File: src/rtl/radio_bridge_mc_pkg.sv
// Shared types and widths for the multi-radio bridge: sequencer states,
// gain field widths and a counter-width helper.
package radio_bridge_mc_pkg;

    typedef enum logic [2:0] {
        ST_IDLE    = 3'd0,
        ST_RX      = 3'd1,
        ST_TX_RAMP = 3'd2,
        ST_TX      = 3'd3,
        ST_GAP     = 3'd4
    } seq_state_t;

    localparam int TX_GAIN_W = 6;
    localparam int RF_GAIN_W = 2;
    localparam int BB_GAIN_W = 5;
    localparam int B_W       = 7;

    // Bits needed to hold 0..value-1; never less than one bit.
    function automatic int clog2(input int value);
        int w;
        int v;
        w = 0;
        v = value - 1;
        while (v > 0) begin
            w++;
            v = v >> 1;
        end
        return (w == 0) ? 1 : w;
    endfunction

endpackage

File: src/rtl/radio_bridge_seq.sv
// One radio's Tx/Rx sequencer: owns TxEn/RxEn, the radio_B gain bus,
// the Tx gain ramp, the turnaround gap and the sticky sequencing error.
//
// state      | meaning
// -----------+-------------------------------------------------------
// ST_IDLE    | radio quiet, waiting for a single Tx or Rx request
// ST_RX      | RxEn high, B carries {RF, BB} gains
// ST_TX_RAMP | TxEn high, B steps up from 0 toward the Tx gain target
// ST_TX      | TxEn high, B tracks the Tx gain target, tx_ready high
// ST_GAP     | both enables low for TURNAROUND cycles before IDLE
module radio_bridge_seq
    import radio_bridge_mc_pkg::*;
#(
    parameter int RAMP_STEP  = 4,
    parameter int TURNAROUND = 8
) (
    input  logic                 converter_clock_in,
    input  logic                 reset_n,
    input  logic                 tx_req,
    input  logic                 rx_req,
    input  logic                 shdn_n,
    input  logic                 err_clr,
    input  logic [TX_GAIN_W-1:0] tx_gain,
    input  logic [RF_GAIN_W-1:0] rf_gain,
    input  logic [BB_GAIN_W-1:0] bb_gain,
    output logic                 tx_en,
    output logic                 rx_en,
    output logic                 tx_ready,
    output logic                 shdn_pin,
    output logic                 seq_error,
    output logic [B_W-1:0]       gain_b,
    output logic                 tx_active_nxt
);

    localparam int STEP_W = clog2(RAMP_STEP);
    localparam int GAP_W  = clog2(TURNAROUND);
    localparam logic [STEP_W-1:0] STEP_INIT = STEP_W'(RAMP_STEP - 1);
    localparam logic [GAP_W-1:0]  GAP_INIT  = GAP_W'(TURNAROUND - 1);

    seq_state_t           state_q, state_d;
    logic [TX_GAIN_W-1:0] ramp_q, ramp_d;
    logic [STEP_W-1:0]    step_q, step_d;
    logic [GAP_W-1:0]     gap_q, gap_d;
    logic [B_W-1:0]       b_d;
    logic                 conflict;

    assign conflict = tx_req & rx_req;

    always_comb begin
        state_d = state_q;
        ramp_d  = ramp_q;
        step_d  = step_q;
        gap_d   = gap_q;
        if (!shdn_n) begin
            state_d = ST_IDLE;
            ramp_d  = '0;
            step_d  = '0;
            gap_d   = '0;
        end else if (conflict) begin
            if (state_q != ST_IDLE) begin
                state_d = ST_GAP;
                gap_d   = GAP_INIT;
            end
        end else begin
            case (state_q)
                ST_IDLE: begin
                    if (rx_req) begin
                        state_d = ST_RX;
                    end else if (tx_req) begin
                        state_d = ST_TX_RAMP;
                        ramp_d  = '0;
                        step_d  = STEP_INIT;
                    end
                end
                ST_RX: begin
                    if (!rx_req) begin
                        state_d = ST_GAP;
                        gap_d   = GAP_INIT;
                    end
                end
                ST_TX_RAMP: begin
                    if (!tx_req) begin
                        state_d = ST_GAP;
                        gap_d   = GAP_INIT;
                    end else begin
                        // A target at or below the current ramp is taken at once.
                        if (tx_gain <= ramp_q) begin
                            ramp_d = tx_gain;
                        end else if (step_q == '0) begin
                            ramp_d = ramp_q + 1'b1;
                            step_d = STEP_INIT;
                        end else begin
                            step_d = step_q - 1'b1;
                        end
                        if (ramp_d == tx_gain) begin
                            state_d = ST_TX;
                        end
                    end
                end
                ST_TX: begin
                    if (!tx_req) begin
                        state_d = ST_GAP;
                        gap_d   = GAP_INIT;
                    end
                end
                ST_GAP: begin
                    if (gap_q == '0) begin
                        state_d = ST_IDLE;
                    end else begin
                        gap_d = gap_q - 1'b1;
                    end
                end
                default: state_d = ST_IDLE;
            endcase
        end
    end

    always_comb begin
        b_d = '0;
        case (state_d)
            ST_RX:      b_d = {rf_gain, bb_gain};
            ST_TX_RAMP: b_d = {1'b0, ramp_d};
            ST_TX:      b_d = {1'b0, tx_gain};
            default:    b_d = '0;
        endcase
    end

    assign tx_active_nxt = (state_d == ST_TX_RAMP) || (state_d == ST_TX);

    always_ff @(posedge converter_clock_in or negedge reset_n) begin
        if (!reset_n) begin
            state_q   <= ST_IDLE;
            ramp_q    <= '0;
            step_q    <= '0;
            gap_q     <= '0;
            tx_en     <= 1'b0;
            rx_en     <= 1'b0;
            tx_ready  <= 1'b0;
            shdn_pin  <= 1'b0;
            seq_error <= 1'b0;
            gain_b    <= '0;
        end else begin
            state_q   <= state_d;
            ramp_q    <= ramp_d;
            step_q    <= step_d;
            gap_q     <= gap_d;
            tx_en     <= tx_active_nxt;
            rx_en     <= (state_d == ST_RX);
            tx_ready  <= (state_d == ST_TX);
            shdn_pin  <= shdn_n;
            seq_error <= conflict ? 1'b1 : (err_clr ? 1'b0 : seq_error);
            gain_b    <= b_d;
        end
    end

endmodule

File: src/rtl/radio_bridge_mc.sv
// Multi-radio bridge: per-radio sequencers plus registered DAC/ADC datapaths.
// Optional ADC<-DAC loopback is compiled in with RADIO_BRIDGE_MC_LOOPBACK_EN.
module radio_bridge_mc
    import radio_bridge_mc_pkg::*;
#(
    parameter int NUM_RADIOS = 4,
    parameter int DAC_WIDTH  = 16,
    parameter int ADC_WIDTH  = 14,
    parameter int RAMP_STEP  = 4,
    parameter int TURNAROUND = 8
) (
    input  logic                            converter_clock_in,
    input  logic                            reset_n,
    input  logic [NUM_RADIOS-1:0]           controller_TxEn,
    input  logic [NUM_RADIOS-1:0]           controller_RxEn,
    input  logic [NUM_RADIOS-1:0]           controller_SHDN,
    output logic [NUM_RADIOS-1:0]           controller_seq_error,
    input  logic                            controller_seq_error_clr,
    input  logic [TX_GAIN_W*NUM_RADIOS-1:0] user_Tx_gain,
    input  logic [RF_GAIN_W*NUM_RADIOS-1:0] user_RxRF_gain,
    input  logic [BB_GAIN_W*NUM_RADIOS-1:0] user_RxBB_gain,
    input  logic [DAC_WIDTH*NUM_RADIOS-1:0] user_DAC_I,
    input  logic [DAC_WIDTH*NUM_RADIOS-1:0] user_DAC_Q,
    output logic [ADC_WIDTH*NUM_RADIOS-1:0] user_ADC_I,
    output logic [ADC_WIDTH*NUM_RADIOS-1:0] user_ADC_Q,
    output logic [NUM_RADIOS-1:0]           user_tx_ready,
    output logic [DAC_WIDTH*NUM_RADIOS-1:0] radio_DAC_I,
    output logic [DAC_WIDTH*NUM_RADIOS-1:0] radio_DAC_Q,
    input  logic [ADC_WIDTH*NUM_RADIOS-1:0] radio_ADC_I,
    input  logic [ADC_WIDTH*NUM_RADIOS-1:0] radio_ADC_Q,
    output logic [NUM_RADIOS-1:0]           radio_TxEn,
    output logic [NUM_RADIOS-1:0]           radio_RxEn,
    output logic [NUM_RADIOS-1:0]           radio_SHDN,
    output logic [B_W*NUM_RADIOS-1:0]       radio_B,
    input  logic [NUM_RADIOS-1:0]           user_loopback
);

    logic [NUM_RADIOS-1:0] seq_tx_en;
    logic [NUM_RADIOS-1:0] tx_active_nxt;

    logic [DAC_WIDTH-1:0] dac_i_q   [NUM_RADIOS];
    logic [DAC_WIDTH-1:0] dac_q_q   [NUM_RADIOS];
    logic [ADC_WIDTH-1:0] adc_i_neg [NUM_RADIOS];
    logic [ADC_WIDTH-1:0] adc_q_neg [NUM_RADIOS];
    logic [ADC_WIDTH-1:0] adc_i_q   [NUM_RADIOS];
    logic [ADC_WIDTH-1:0] adc_q_q   [NUM_RADIOS];

`ifndef RADIO_BRIDGE_MC_LOOPBACK_EN
    logic unused_loopback;
    assign unused_loopback = ^user_loopback;
`endif

    for (genvar n = 0; n < NUM_RADIOS; n++) begin : g_radio
        logic [ADC_WIDTH-1:0] adc_i_src;
        logic [ADC_WIDTH-1:0] adc_q_src;

        radio_bridge_seq #(
            .RAMP_STEP  (RAMP_STEP),
            .TURNAROUND (TURNAROUND)
        ) u_seq (
            .converter_clock_in (converter_clock_in),
            .reset_n            (reset_n),
            .tx_req             (controller_TxEn[n]),
            .rx_req             (controller_RxEn[n]),
            .shdn_n             (controller_SHDN[n]),
            .err_clr            (controller_seq_error_clr),
            .tx_gain            (user_Tx_gain[n*TX_GAIN_W +: TX_GAIN_W]),
            .rf_gain            (user_RxRF_gain[n*RF_GAIN_W +: RF_GAIN_W]),
            .bb_gain            (user_RxBB_gain[n*BB_GAIN_W +: BB_GAIN_W]),
            .tx_en              (seq_tx_en[n]),
            .rx_en              (radio_RxEn[n]),
            .tx_ready           (user_tx_ready[n]),
            .shdn_pin           (radio_SHDN[n]),
            .seq_error          (controller_seq_error[n]),
            .gain_b             (radio_B[n*B_W +: B_W]),
            .tx_active_nxt      (tx_active_nxt[n])
        );

        // DAC is gated by the next state so it lines up with the TxEn pin.
        always_ff @(posedge converter_clock_in or negedge reset_n) begin
            if (!reset_n) begin
                dac_i_q[n] <= '0;
                dac_q_q[n] <= '0;
            end else begin
                dac_i_q[n] <= tx_active_nxt[n] ? user_DAC_I[n*DAC_WIDTH +: DAC_WIDTH] : '0;
                dac_q_q[n] <= tx_active_nxt[n] ? user_DAC_Q[n*DAC_WIDTH +: DAC_WIDTH] : '0;
            end
        end

        always_ff @(negedge converter_clock_in or negedge reset_n) begin
            if (!reset_n) begin
                adc_i_neg[n] <= '0;
                adc_q_neg[n] <= '0;
            end else begin
                adc_i_neg[n] <= radio_ADC_I[n*ADC_WIDTH +: ADC_WIDTH];
                adc_q_neg[n] <= radio_ADC_Q[n*ADC_WIDTH +: ADC_WIDTH];
            end
        end

`ifdef RADIO_BRIDGE_MC_LOOPBACK_EN
        logic lb_q;

        always_ff @(posedge converter_clock_in or negedge reset_n) begin
            if (!reset_n) begin
                lb_q <= 1'b0;
            end else begin
                lb_q <= user_loopback[n];
            end
        end

        assign adc_i_src     = user_loopback[n] ? dac_i_q[n][DAC_WIDTH-1 -: ADC_WIDTH] : adc_i_neg[n];
        assign adc_q_src     = user_loopback[n] ? dac_q_q[n][DAC_WIDTH-1 -: ADC_WIDTH] : adc_q_neg[n];
        assign radio_TxEn[n] = seq_tx_en[n] & ~lb_q;
`else
        assign adc_i_src     = adc_i_neg[n];
        assign adc_q_src     = adc_q_neg[n];
        assign radio_TxEn[n] = seq_tx_en[n];
`endif

        always_ff @(posedge converter_clock_in or negedge reset_n) begin
            if (!reset_n) begin
                adc_i_q[n] <= '0;
                adc_q_q[n] <= '0;
            end else begin
                adc_i_q[n] <= adc_i_src;
                adc_q_q[n] <= adc_q_src;
            end
        end

        assign radio_DAC_I[n*DAC_WIDTH +: DAC_WIDTH] = dac_i_q[n];
        assign radio_DAC_Q[n*DAC_WIDTH +: DAC_WIDTH] = dac_q_q[n];
        assign user_ADC_I[n*ADC_WIDTH +: ADC_WIDTH]  = adc_i_q[n];
        assign user_ADC_Q[n*ADC_WIDTH +: ADC_WIDTH]  = adc_q_q[n];
    end

endmodule

File: config.mk
export PLATFORM = sky130hd
export DESIGN_NAME = radio_bridge_mc
export DESIGN_NICKNAME = d
export VERILOG_FILES = /design/src/rtl/radio_bridge_mc_pkg.sv /design/src/rtl/radio_bridge_seq.sv /design/src/rtl/radio_bridge_mc.sv
export SDC_FILE = /design/constraint.sdc
export NUM_CORES = 1
export LEC_CHECK = 0
export ABC_AREA = 1
export BUFFER_PORTS_ARGS = -buffer_cell sky130_fd_sc_hd__clkbuf_2
export CAP_MARGIN = 30
export CORE_AREA = 3 3 234 236
export DETAILED_ROUTE_END_ITERATION = 10
export DIE_AREA = 0 0 237 239
export SYNTH_ARGS = -nofsm -noshare
export SYNTH_HDL_FRONTEND = slang
export SYNTH_SLANG_ARGS = --single-unit
File: constraint.sdc
create_clock -name converter_clock_in -period 2.9 [get_ports converter_clock_in]
set_clock_uncertainty 0.05 [all_clocks]
set_input_delay 0.58 -clock converter_clock_in [delete_from_list [all_inputs] [get_ports converter_clock_in]]
set_output_delay 0.58 -clock converter_clock_in [all_outputs]
set_load 0.005 [all_outputs]
# Word level (Yosys, flattened, before mapping)
# Cells that the tools add are included.
[op_classes]
n_reduce_logical = 36
bitwise = 4
n_addsub = 12
multipliers = 0
n_lt_le_gt_ge = 4
mux = 169
n_eq_ne = 76
shift = 0
n_div = 0
[op_table]
columns = ["op", "n"]
rows = [
  ["6-bit two-way mux", 44],
  ["3-bit two-way mux", 64],
  ["16-bit two-way mux", 8],
  ["7-bit case mux with 3 select lines", 4],
  ["3-bit inequality test (second input constant)", 20],
  ["3-bit case mux with 5 select lines", 4],
  ["2-bit two-way mux", 28],
  ["3-bit by 2-bit equality test with 1-bit output (second input constant)", 16],
  ["4-bit by 3-bit inequality test with 1-bit output (second input constant)", 12],
  ["6-bit case mux with 2 select lines", 4],
  ["3-bit case mux with 3 select lines", 4],
  ["6-bit by 1-bit adder with 6-bit output (second input constant)", 4],
  ["3-bit by 1-bit equality test with 1-bit output (second input constant)", 8],
  ["6-bit equality test", 4],
  ["6-bit less-or-equal comparator", 4],
  ["3-bit logical NOT", 8],
  ["6-bit AND reduction", 4],
  ["5-bit by 2-bit inequality test with 1-bit output (second input constant)", 4],
  ["5-bit AND reduction", 4],
  ["2-bit case mux with 2 select lines", 4],
  ["3-bit equality test (second input constant)", 4],
  ["3-bit by 1-bit inequality test with 1-bit output (second input constant)", 4],
  ["3-bit nonzero test", 4],
  ["3-bit by 1-bit subtractor with 3-bit output (second input constant)", 4],
  ["8 further kinds", 33],
]
[word_totals]
regBits = 456
wordCells = 365
latchBits = 0
mem_count = 0
mem_bits_rw = 0
inputBits = 311
romBits = 0
output_inout_bits = 288

# Logic depth before layout (Yosys ltp)
[logic_depth]
depth_word = 16
mapped_depth = 17
ltp_nobuf = 16

# Cells and area by module
# A second synthesis with hierarchy kept.
[unflattened]
cells_unflattened = 1621
area_unflattened_um2 = 17535.6
[by_module_without_submodules]
columns = ["module", "instances", "seq_area_each_um2", "cells_per_inst", "area_per_inst_um2"]
rows = [
  ["radio_bridge_mc", 1, 8808.4, 620, 9904.5],
  ["radio_bridge_seq at g_radio[0].u_seq ...", 2, 650.6, 248, 1910.6],
  ["radio_bridge_seq at g_radio[3].u_seq", 1, 650.6, 269, 1964.4],
  ["radio_bridge_seq at g_radio[2].u_seq", 1, 650.6, 236, 1845.5],
]

==> reports/metrics.sh <==
STATUS='finished clean'
MAXSLEWVIOLCOUNT=0
SYNTH-EDFF-COUNT=0
YOSYSWARNINGCOUNT=0
DP_HPWL_MM=40.7
TOTAL_NEGATIVE_SLACK_FOR_SETUP_CHECKS_NS=0
MIN_PERIOD_OVER_PERIOD_PCT=87.1
CRITICAL_PATH.CELL_CHAIN='inv_1 > ha_1 > nand2_1 > nor2_2 > nand2_1 > nand3_2 > nand2_1 > inv_2 > nand3_1 > nand2_1 > nor2_2 > nand3_4 > nand2_4 > nand2_2 > nor3b_2'
POWER.DENSITY_CELL_AREA_nW_PER_UM2=645
MAX-VDD-IR-DROP_mV=0.364
ROUTED_VIA_DENSITY=4.49
N_FILL_CELL=5008
SYNTH_TOP_CELL_AREA_SHARE_PCT=49.6
YOSYS_MOST_USED_DFF='dfrtp_1'
AREA.SEQUENTIAL_SQ_UM=11400
WORST_HOLD_STARTPOINT='user_DAC_I[10]'
TRITONCTS='done'
POST_SYNTH_INST_COUNT=1633
HOLD-PATH-ENDPOINT='radio_DAC_I[10]'
DIE_WIDTH_MICRONS=237
TIMING.CRITICAL_PATH.FROM_TYPE='flop'
SLOWEST_STAGE='dfrtp_1'
COREAREA_SQ_UM=52700
GRT_ANTENNA_BEFORE_REPAIR=13
POST_SYNTH_NUM_CELL_TYPES=42
FP.DIEH_MICRONS=239
SYNTH_SEQ_CELLS=456
NETLIST_TOP_CELLS_COUNT='dfrtp_1 (344), inv_1 (300), nand2_1 (192)'
TIMING.SLEW.HEADROOM_PCT=41.5
FLOORPLAN.ROWS=84
R2R_END='g_radio[3].u_seq.gain_b[6]'
SYNTH.CELL_AREA_SQ_UM=17400
FINAL_LAYOUT_SIZE_SUFFIX_GT1_SHARE_PCT=34.6
SETUP_VIOL_COUNT_FINAL=0
ROUTEDWLPERCELL_MICRONS=17.2
WORST-ENDPOINT-ARRIVAL_NS=2.98
CRITPATHCAPTURETYPE='flop'
SYNTHTOLAYOUTAREAGROWTH_PCT=32.5
INITIAL_STANDARD_CELL_UTILIZATION_OF_THE_CORE_PCT=33.0
FINAL.MIN_CLOCK_PERIOD_NS=2.52
REPORT.POWER.TOTAL_mW=14.8
DRCVIOLATIONCOUNT=0
DETAIL_ROUTE.FIRST_PASS.ITERATIONS=5
DRTANTENNAVIOLNETS=0
SYNTH_AREA_LEADER_CELL='dfrtp_1'
WORST_EP_REQUIRED_TIME_NS=3.35
GRT_USAGE_PCT=17.8
FIRST_PASS_GRT_WIRE_LENGTH_MM=77.9
PLACED_CELL_AREA_SQ_UM=21200
CRITPATHMAXSTAGEDELAY_NS=0.52
R2R_PATH_START='g_radio[3].u_seq.ramp_q[3]'
CLOCK_TREE_BUF_DEPTH=3
POSTSYNTHAREAPERCELL_SQ_UM=10.6
UTILIZATION_PCT=43.7
CRITICAL_PATH_CLASS='reg2reg'
SYNTH_FP_NETS=1984
GRT_MAX_DEGREE=80
CTS_ROOT_BUF='clkbuf_16'
CLKSLEWWORSTSETUPHOLDPATHS_NS=0.06
TIMING.CRITICAL_PATH.FANOUT_MAX=13
RR_WORST_DEPTH=15
INITIALDRTVIOLATIONCOUNT=699
INSTANCE_COUNT_ALONG_THE_MOST_CRITICAL_HOLD_PATH=3
PLACE_CONGESTION=0.884
NETLIST_TOP_CELLS_AREA='dfrtp_1 (50%), dfrtn_1 (16%), inv_1 (6.5%)'
FINAL_HOLD_VIOL_COUNT=0
ASYNCSETRESETFLOPFRACSYNTH_PCT=100
MIN-DELAY-PATH-CLASS='in2reg'
ROUTED_WIRELENGTH_MM=51.6
GRT_OVERFLOW=0
NUMBER_OF_PORT_BUFFERS=594
NUMBER_OF_H_TREE_LEVELS=2
CPMOSTUSEDCELL='nand2_1'
TIMING.REG2REG.SETUP_SLACK_NS=0.38
NUMBER_OF_BUFFERS_INSERTED_DURING_CLOCK_TREE_SYNTHESIS=49
DIE-AREA_SQ_UM=56600
CTS.SINKS=456
MULTIINPUTGATEAREA_SQ_UM=4420
POST-CTS-SETUP-BUFFER-COUNT=0
FMAXACHIEVABLE_MHz=396
NUMBER_OF_GLOBAL_ROUTE_VIAS_BEFORE_REPAIR=13700
MAX_SLEW.WORST_PIN.SLEW_NS=0.866
FINAL_AREA_SQ_UM=23000
CLOCK_LATENCY_NS=0.59
IO_PINS=599
VIA_COUNT=13500
RSZ0062_AT_GRT='false'
YOSYS.CELL_COUNT.TOP_TYPE='dfrtp_1'
TIMING.MAX_CAP.VIOLATIONS=0
SYNTH_SEQ_AREA_SHARE_PCT=65.7
POST_CTS_RESIZE_COUNT=0
FINAL.HOLD.WORST_SLACK_NS=0.127
POWER_LEAKAGE_nW=12.6
NUM-NETS-FINAL=2613
==> cells in the final DEF (no fill, tap or decap), drive strengths merged, types with 43 or more instances in the layout <==
cell / n
clkbuf: 669
dfrtp: 344
inv: 322
nand2: 211
nor2: 210
dfrtn: 112
nand3: 107
nand4: 81
o21ai: 48
a21oi: 43
==> per-stage QoR <==
| step | cells | setup slack, ns |
|---|---|---|
| 2_1_floorplan | 1633 | 0.666 |
| 3_3_place_gp | 2898 | 0.243 |
| 3_5_place_dp | 2898 | 0.191 |
| 4_1_cts | 2990 | 0.362 |
| 5_1_grt | 2996 | 0.143 |
| 6_report | 2998 | 0.375 |
==> state kept, by name, summed over array words and instances, names as in the netlist <==
signal / count
g_radio.adc_i_src: 56
g_radio.adc_q_src: 56
g_radio.u_seq.gain_b: 28
g_radio.u_seq.gap_q: 12
g_radio.u_seq.ramp_q: 24
g_radio.u_seq.rx_en: 4
g_radio.u_seq.seq_error: 4
g_radio.u_seq.shdn_pin: 4
g_radio.u_seq.state_q: 12
g_radio.u_seq.step_q: 8
g_radio.u_seq.tx_en: 4
g_radio.u_seq.tx_ready: 4
radio_DAC_I: 64
radio_DAC_Q: 64
user_ADC_I: 56
user_ADC_Q: 56
==> layout make-up <==
cell class                      instances  area share (%)
Sequential cell                       456            49.6
Multi-Input combinational cell        808            19.2
Timing Repair Buffer                  628            14.5
Clock buffer                           76            6.61
Inverter                              319            5.23
Tap cell                              688            3.74
Clock inverter                         15           0.958
Antenna cell                            8          0.0871
==> logic make-up (layout without fill, tap and decap cells) <==
group,Yosys count,count (layout),share of synthesized area [%]
other,0,8,0
XOR/XNOR,13,13,0.872
buffers and inverters,369,1038,8.81
AND/OR/NAND/NOR,626,626,17.4
AO/OA/AOI/OAI,129,129,4.33
flip-flops,456,456,65.7
adder cells (fa/ha/maj),40,40,2.88
==> metal layers <==
layer	up-vias	global-route usage (%)	part of all wire (%)
li1	6373	-	-
met1	6558	20.9	38
met2	446	30.9	51
met3	99	4.71	7.6
met4	0	7.22	3.3
met5	-	0	0
==> what timing repair did <==
action,4_1_cts,5_1_grt
setup endpoints to repair,0,0
hold buffers,1,0
hold endpoints to repair,9,0
==> power by group <==
| group | switching (mW) | total (mW) | internal [mW] |
|---|---|---|---|
| combinational | 0.944 | 1.51 | 0.567 |
| clock | 2.60 | 6.51 | 3.91 |
| sequential | 0.116 | 6.81 | 6.69 |
==> worst max path at each step <==
stage	startpoint	end	slack [ns]
global route	g_radio[1].u_seq.ramp_q[3]	g_radio[1].u_seq.gain_b[3]	0.14
finish	g_radio[3].u_seq.ramp_q[3]	g_radio[3].u_seq.gain_b[6]	0.38
global placement	user_Tx_gain[11]	g_radio[1].u_seq.tx_ready	0.24
CTS	g_radio[1].u_seq.ramp_q[3]	g_radio[1].u_seq.tx_ready	0.36
floorplan	user_Tx_gain[11]	g_radio[1].u_seq.gain_b[5]	0.67
detailed placement	user_Tx_gain[11]	g_radio[1].u_seq.tx_ready	0.19
==> worst max-delay path, delay by kind of cell, from the launching register on <==
| kind | cells | cell delay, ns |
|---|---|---|
| AND/OR/NAND/NOR | 12 | 1.40 |
| adder cells (fa/ha/maj) | 1 | 0.30 |
| flip-flops | 1 | 0.52 |
| buffers and inverters | 2 | 0.18 |
Note: power is estimated with default switching activity, not from simulation.
